`src/rtl/mem_access_unit.sv`:
```
// MEM-stage load/store unit: runs one valid/grant data-memory transaction per memory
// instruction, formats store lanes and strobes, aligns and extends load data for writeback.
module mem_access_unit #(
  parameter int TIMEOUT = 16
) (
  input  logic        clk,
  input  logic        rst_n,
  input  logic [31:0] exmem_op_c_i,
  input  logic [4:0]  exmem_reg_waddr_i,
  input  logic        exmem_reg_we_i,
  input  logic        exmem_mtype_i,
  input  logic        exmem_mem_rw_i,
  input  logic [1:0]  exmem_mem_width_i,
  input  logic [31:0] exmem_mem_wr_data_i,
  input  logic        exmem_mem_rdtype_i,
  input  logic [31:0] exmem_mem_addr_i,
  output logic        dm_req_o,
  output logic        dm_we_o,
  output logic [31:0] dm_addr_o,
  output logic [31:0] dm_wdata_o,
  output logic [3:0]  dm_wstrb_o,
  input  logic        dm_gnt_i,
  input  logic        dm_rvalid_i,
  input  logic [31:0] dm_rdata_i,
  output logic [31:0] mem_reg_wdata_o,
  output logic [4:0]  mem_reg_waddr_o,
  output logic        mem_reg_we_o,
  output logic        mem_stall_o,
  output logic        mem_err_o
);
  typedef enum logic [1:0] {IDLE, REQ, WAIT, DONE} state_e;

  localparam int CW = (TIMEOUT > 1) ? $clog2(TIMEOUT) : 1;
  localparam logic [CW-1:0] CNT_LAST = CW'((TIMEOUT > 0) ? TIMEOUT - 1 : 0);

  state_e        state_q, state_d;
  logic          req_q, req_d;
  logic          we_q, we_d;
  logic [31:0]   addr_q, addr_d;
  logic [31:0]   wdata_q, wdata_d;
  logic [3:0]    wstrb_q, wstrb_d;
  logic [1:0]    lsb_q, lsb_d;
  logic [1:0]    width_q, width_d;
  logic          rdtype_q, rdtype_d;
  logic [31:0]   rdata_q, rdata_d;
  logic [CW-1:0] cnt_q, cnt_d;
  logic          err_q, err_d;

  logic          misaligned;
  logic          mem_ok;
  logic [31:0]   st_wdata;
  logic [3:0]    st_wstrb;
  logic [31:0]   lane;
  logic [31:0]   ld_data;

  always_comb begin
    misaligned = 1'b0;
    if (exmem_mtype_i) begin
      case (exmem_mem_width_i)
        2'b00:   misaligned = 1'b0;
        2'b01:   misaligned = exmem_mem_addr_i[0];
        default: misaligned = |exmem_mem_addr_i[1:0];
      endcase
    end
  end

  assign mem_ok = exmem_mtype_i & ~misaligned;

  always_comb begin
    case (exmem_mem_width_i)
      2'b00: begin
        st_wdata = {4{exmem_mem_wr_data_i[7:0]}};
        st_wstrb = 4'b0001 << exmem_mem_addr_i[1:0];
      end
      2'b01: begin
        st_wdata = {2{exmem_mem_wr_data_i[15:0]}};
        st_wstrb = exmem_mem_addr_i[1] ? 4'b1100 : 4'b0011;
      end
      default: begin
        st_wdata = exmem_mem_wr_data_i;
        st_wstrb = 4'b1111;
      end
    endcase
  end

  // Load shaping uses the attributes latched at request time, not the live EX/MEM inputs.
  assign lane = dm_rdata_i >> {lsb_q, 3'b000};

  always_comb begin
    case (width_q)
      2'b00:   ld_data = rdtype_q ? {24'b0, lane[7:0]}  : {{24{lane[7]}}, lane[7:0]};
      2'b01:   ld_data = rdtype_q ? {16'b0, lane[15:0]} : {{16{lane[15]}}, lane[15:0]};
      default: ld_data = dm_rdata_i;
    endcase
  end

  always_ff @(posedge clk or negedge rst_n) begin
    if (!rst_n) begin
      state_q  <= IDLE;
      req_q    <= 1'b0;
      we_q     <= 1'b0;
      addr_q   <= '0;
      wdata_q  <= '0;
      wstrb_q  <= '0;
      lsb_q    <= '0;
      width_q  <= '0;
      rdtype_q <= 1'b0;
      rdata_q  <= '0;
      cnt_q    <= '0;
      err_q    <= 1'b0;
    end else begin
      state_q  <= state_d;
      req_q    <= req_d;
      we_q     <= we_d;
      addr_q   <= addr_d;
      wdata_q  <= wdata_d;
      wstrb_q  <= wstrb_d;
      lsb_q    <= lsb_d;
      width_q  <= width_d;
      rdtype_q <= rdtype_d;
      rdata_q  <= rdata_d;
      cnt_q    <= cnt_d;
      err_q    <= err_d;
    end
  end

  always_comb begin
    state_d  = state_q;
    req_d    = req_q;
    we_d     = we_q;
    addr_d   = addr_q;
    wdata_d  = wdata_q;
    wstrb_d  = wstrb_q;
    lsb_d    = lsb_q;
    width_d  = width_q;
    rdtype_d = rdtype_q;
    rdata_d  = rdata_q;
    cnt_d    = cnt_q;
    err_d    = 1'b0;
    case (state_q)
      IDLE: begin
        if (mem_ok) begin
          state_d  = REQ;
          req_d    = 1'b1;
          we_d     = exmem_mem_rw_i;
          addr_d   = {exmem_mem_addr_i[31:2], 2'b00};
          wdata_d  = st_wdata;
          wstrb_d  = st_wstrb;
          lsb_d    = exmem_mem_addr_i[1:0];
          width_d  = exmem_mem_width_i;
          rdtype_d = exmem_mem_rdtype_i;
        end else if (exmem_mtype_i) begin
          err_d = 1'b1;
        end
      end
      REQ: begin
        if (dm_gnt_i) begin
          req_d   = 1'b0;
          cnt_d   = '0;
          state_d = we_q ? DONE : WAIT;
        end
      end
      WAIT: begin
        if (dm_rvalid_i) begin
          rdata_d = ld_data;
          state_d = DONE;
        end else if ((TIMEOUT != 0) && (cnt_q == CNT_LAST)) begin
          rdata_d = '0;
          err_d   = 1'b1;
          state_d = DONE;
        end else begin
          cnt_d = cnt_q + 1'b1;
        end
      end
      default: state_d = IDLE;
    endcase
  end

  always_comb begin
    mem_stall_o     = mem_ok & (state_q != DONE);
    mem_reg_waddr_o = exmem_reg_waddr_i;
    mem_reg_wdata_o = exmem_op_c_i;
    mem_reg_we_o    = exmem_reg_we_i;
    if (exmem_mtype_i) begin
      mem_reg_wdata_o = rdata_q;
      mem_reg_we_o    = mem_ok & ~exmem_mem_rw_i & exmem_reg_we_i & (state_q == DONE);
    end
  end

  assign dm_req_o   = req_q;
  assign dm_we_o    = we_q;
  assign dm_addr_o  = addr_q;
  assign dm_wdata_o = wdata_q;
  assign dm_wstrb_o = wstrb_q;
  assign mem_err_o  = err_q;
endmodule

```
`config.mk`:
```
export PLATFORM = sky130hd
export DESIGN_NAME = mem_access_unit
export DESIGN_NICKNAME = d
export VERILOG_FILES = /design/src/rtl/mem_access_unit.sv
export SDC_FILE = /design/constraint.sdc
export NUM_CORES = 1
export LEC_CHECK = 0
export CORE_MARGIN = 2
export CORE_UTILIZATION = 25
export CTS_CLUSTER_SIZE = 24
export DETAILED_ROUTE_END_ITERATION = 16
export GPL_TIMING_DRIVEN = 0
export SYNTH_ARGS = -nofsm -noshare
export SYNTH_HDL_FRONTEND = slang
export SYNTH_SLANG_ARGS = --single-unit
```
`constraint.sdc`:
```
create_clock -name clk -period 2.2 [get_ports clk]
set_input_delay 0.33 -clock clk [delete_from_list [all_inputs] [get_ports clk]]
set_output_delay 0.33 -clock clk [all_outputs]
set_load 0.03 [all_outputs]
```
==> impl_metrics.yaml <==
hold_path:
  hold_path_class: "in2async"
synth:
  synthesis_stage_register_bit_count: 112
  syn_inst: 526
  synth_commonest_cells: "sky130_fd_sc_hd__dfrtp_1 (112), sky130_fd_sc_hd__mux2_2 (78), sky130_fd_sc_hd__o21ai_0 (67), sky130_fd_sc_hd__nand2_1 (47), sky130_fd_sc_hd__mux2i_1 (32)"
  synth.top_cells.by_area: "sky130_fd_sc_hd__dfrtp_1 (49%), sky130_fd_sc_hd__mux2_2 (15%), sky130_fd_sc_hd__o21ai_0 (5.9%), sky130_fd_sc_hd__mux2i_1 (5.6%), sky130_fd_sc_hd__a22oi_1 (3.4%)"
  synth_largest_type_area_fraction_pct: 49.4
  synth.yosys.seq_area_share_pct: 49.4
  synth_edf_count: 0
  mapped_area_mm2: 0.00567
  ys_async_sr_fraction_pct: 100
  yosys_warnings: 0
  synth_area_leader_cell: "sky130_fd_sc_hd__dfrtp_1"
  yosysUniqueCellTypes: 47
  synth.most_common_cell: "sky130_fd_sc_hd__dfrtp_1"
  synth_area_per_cell_um2: 10.8
  synth_flop_cell: "sky130_fd_sc_hd__dfrtp_1"
setup_path:
  critPathKind: "in2out"
  gate_family_responsible_for_the_most_delay_along_the_worst_path: "buffers and inverters"
  register_to_register_setup_slack_ns: 0.27
  worst_ep_required_time_ns: 1.87
  worstSetupStartpointType: "primary input"
  worst_r2r_startpoint: "state_q[0]"
  path_common_cell: "sky130_fd_sc_hd__clkbuf_4"
  crit_path_largest_cell_delay_ns: 0.62
  critical_path.endpoint_type: "output port"
  timing.critical_path.slowest_stage_cell: "sky130_fd_sc_hd__clkdlybuf4s50_1"
  critPathLaunch: "exmem_mtype_i"
  critical_path_buf_inv_count: 3
  critical_path.cell_chain: "clkbuf_4 -> clkbuf_4 -> mux2_2 -> clkdlybuf4s50_1"
  largest_driver_fanout_on_the_critical_path: 10
  critical_path_arrival_ns: 1.80
clock_network:
  cts_buffers: 9
  clock_sinks: 112
  cts_root_buf: "sky130_fd_sc_hd__clkbuf_16"
  cts_tree: "done"
  postCtsSetupBuffers: 0
  path_clk_slew_ns: 0.08
  cts_max_path_buffers: 2
  skew_pair_late_insertion_delay_ns: 0.35
  cts_max_level: 3
drt:
  drtAntennaViolNets: 0
  initialDrtViolationCount: 304
  total_vias_in_the_final_route: 4964
  post_drt_wl_per_cell_um: 17.9
  drt_pass1_iterations: 4
  wl_mm: 19.2
  post-route-drc-count: 0
  avgViaCountPerCell: 4.62
timing:
  timing.final.crit_period_ns: 2.13
  timing.setup.tns_ns: 0
  timing.final.max_slew_violations: 0
  fmax_mhz: 469
  period_share_pct: 96.9
  tightest_slew_ns: 0.959
  finalSetupViolations: 0
  setup_repair_after_global_routing_missed_its_margin: "false"
  finalHoldViolCount: 0
  max-slew-margin-rel_pct: 35.8
  finClkSkew_ns: 0.0129
finish:
  fillCellCount: 2241
  post_layout_instance_area_mm2: 0.00881
  layout-drive-gt1-share_pct: 16.7
  post_layout_net_count: 932
  diodes: 0
  layout_utilization_pct: 39.3
  finalNonFillerCells: 1074
  area_growth_pct: 55.4
power_and_ir_drop:
  clkPwrFrac_pct: 14.3
  pint_mw: 6.50
  powerDensity_mw_per_mm2: 1280
  p_comb_share_pct: 53.9
  sw_frac_of_total_pct: 42.2
  switching_power_mw: 4.74
  seq_power_share_pct: 31.8
  total_power_mw: 11.2
  max-vdd-ir-drop_mv: 0.546
  power.static_leakage_nw: 3.71
die:
  design.die.area_mm2: 0.0239
  floorplan.initialDensity_pct: 25.3
  chipHeight_um: 155
  num_io_pins: 253
  floorplan.die.width_um: 155
  fp.coreArea_mm2: 0.0224
  std_cell_rows: 55
place:
  post_dp_cell_area_mm2: 0.00850
  hpwlAfterDp_mm: 14.5
  dpl.cell_count: 1057
  buffer_ports.inserted: 244
  globalplace.congestion: 0.795
global_route:
  first_global_vias: 5125
  global_route.usage.total_pct: 16.0
  grt.overflow.total: 0
  antenna_found_initial: 1
  grt_start_max_net_pins: 63
  grt_pass1_wl_mm: 29.8
flow_run:
  max_cap_violations: 0
run_status:
  result_of_the_run: "finished, final reports clean"
-- state kept, by name (all words and copies together) (netlist names) --
| name | flops |
|---|---|
| dm_wdata_o | 32 |
| rdtype_q | 1 |
| width_q | 2 |
| lsb_q | 2 |
| state_q | 2 |
| dm_addr_o | 30 |
| dm_req_o | 1 |
| rdata_q | 32 |
| dm_we_o | 1 |
| cnt_q | 4 |
| dm_wstrb_o | 4 |
| mem_err_o | 1 |
-- repair_timing --
item / 4_1_cts / 5_1_grt
resized for setup: 14 / 12
pin swaps: 1 / 1
endpoints found under the hold margin: 50 / 0
setup endpoints to repair: 33 / 43
hold buffers: 1 / 0
-- final timing paths --
kind | depth (start not counted) | end
worst max-delay path | 4 | mem_reg_wdata_o[12]
worst min-delay path | 2 | dm_wdata_o[19]
worst max register to register | 7 | rdata_q[16]
worst min register to register | 2 | rdata_q[0]
max in group asynchronous | 3 | cnt_q[3]
min in group clk | 2 | rdata_q[0]
-- cell families after synthesis --
family                   synth area share [%]
AO/OA/AOI/OAI                            13.9
adder cells (fa/ha/maj)                  1.10
buffers and inverters                    4.08
flip-flops                               49.4
multiplexers                             21.5
other                                  0.0661
AND/OR/NAND/NOR                          9.84
-- per-stage QoR --
stage	setup slack, ns	hold WS [ns]
after floorplan	0.371	0.0344
after global placement	-4.07	0.461
after detailed placement	-0.643	0.328
after CTS	0.0209	0.489
after global routing	0.0125	0.507
final	0.0679	0.469
-- layout make-up --
type                       count  area (um2)  area share (%)
inverter                       7        26.3           0.298
timing repair buffer         246        2470            28.1
clock inverter                 7        51.3           0.582
buffer                        41         225            2.56
clock buffer                   9         225            2.56
multi-input combinational    367        2650            30.1
sequential                   112        2800            31.8
tap                          285         357            4.05
-- metal layers --
metal	global-route usage [%]	vias up	share of wire [%]
met5	0	-	0.068
met4	4.06	2	1.5
met3	5.04	20	7.9
met2	25.5	173	48
met1	21.0	2385	43
li1	-	2384	-
-- power by group through the flow --
stage | clock, mW | sequential (mW) | combinational, mW
finish | 1.60 | 3.58 | 6.06
global placement | 0 | 3.59 | 6.04
CTS | 1.69 | 3.58 | 6.11
detailed placement | 0 | 3.61 | 6.08
global route | 1.76 | 3.71 | 6.49
floorplan | 0 | 4.72 | 2.39
-- cells in the final DEF, fill, tap and decap left out, types with 6 or more instances in the layout --
cell and n:
sky130_fd_sc_hd__buf_4 9, sky130_fd_sc_hd__a22oi_1 26, sky130_fd_sc_hd__o21ai_0 67, sky130_fd_sc_hd__nand2b_1 10, sky130_fd_sc_hd__clkbuf_1 13, sky130_fd_sc_hd__and2_1 6
sky130_fd_sc_hd__clkbuf_16 9, sky130_fd_sc_hd__inv_1 7, sky130_fd_sc_hd__nand2_1 47, sky130_fd_sc_hd__clkdlybuf4s50_1 240, sky130_fd_sc_hd__a21oi_1 18, sky130_fd_sc_hd__buf_2 12
sky130_fd_sc_hd__mux2_2 78, sky130_fd_sc_hd__nand3_1 9, sky130_fd_sc_hd__mux2i_1 32, sky130_fd_sc_hd__nor2_1 22, sky130_fd_sc_hd__dfrtp_1 112
(Power assumes the default switching activity.)
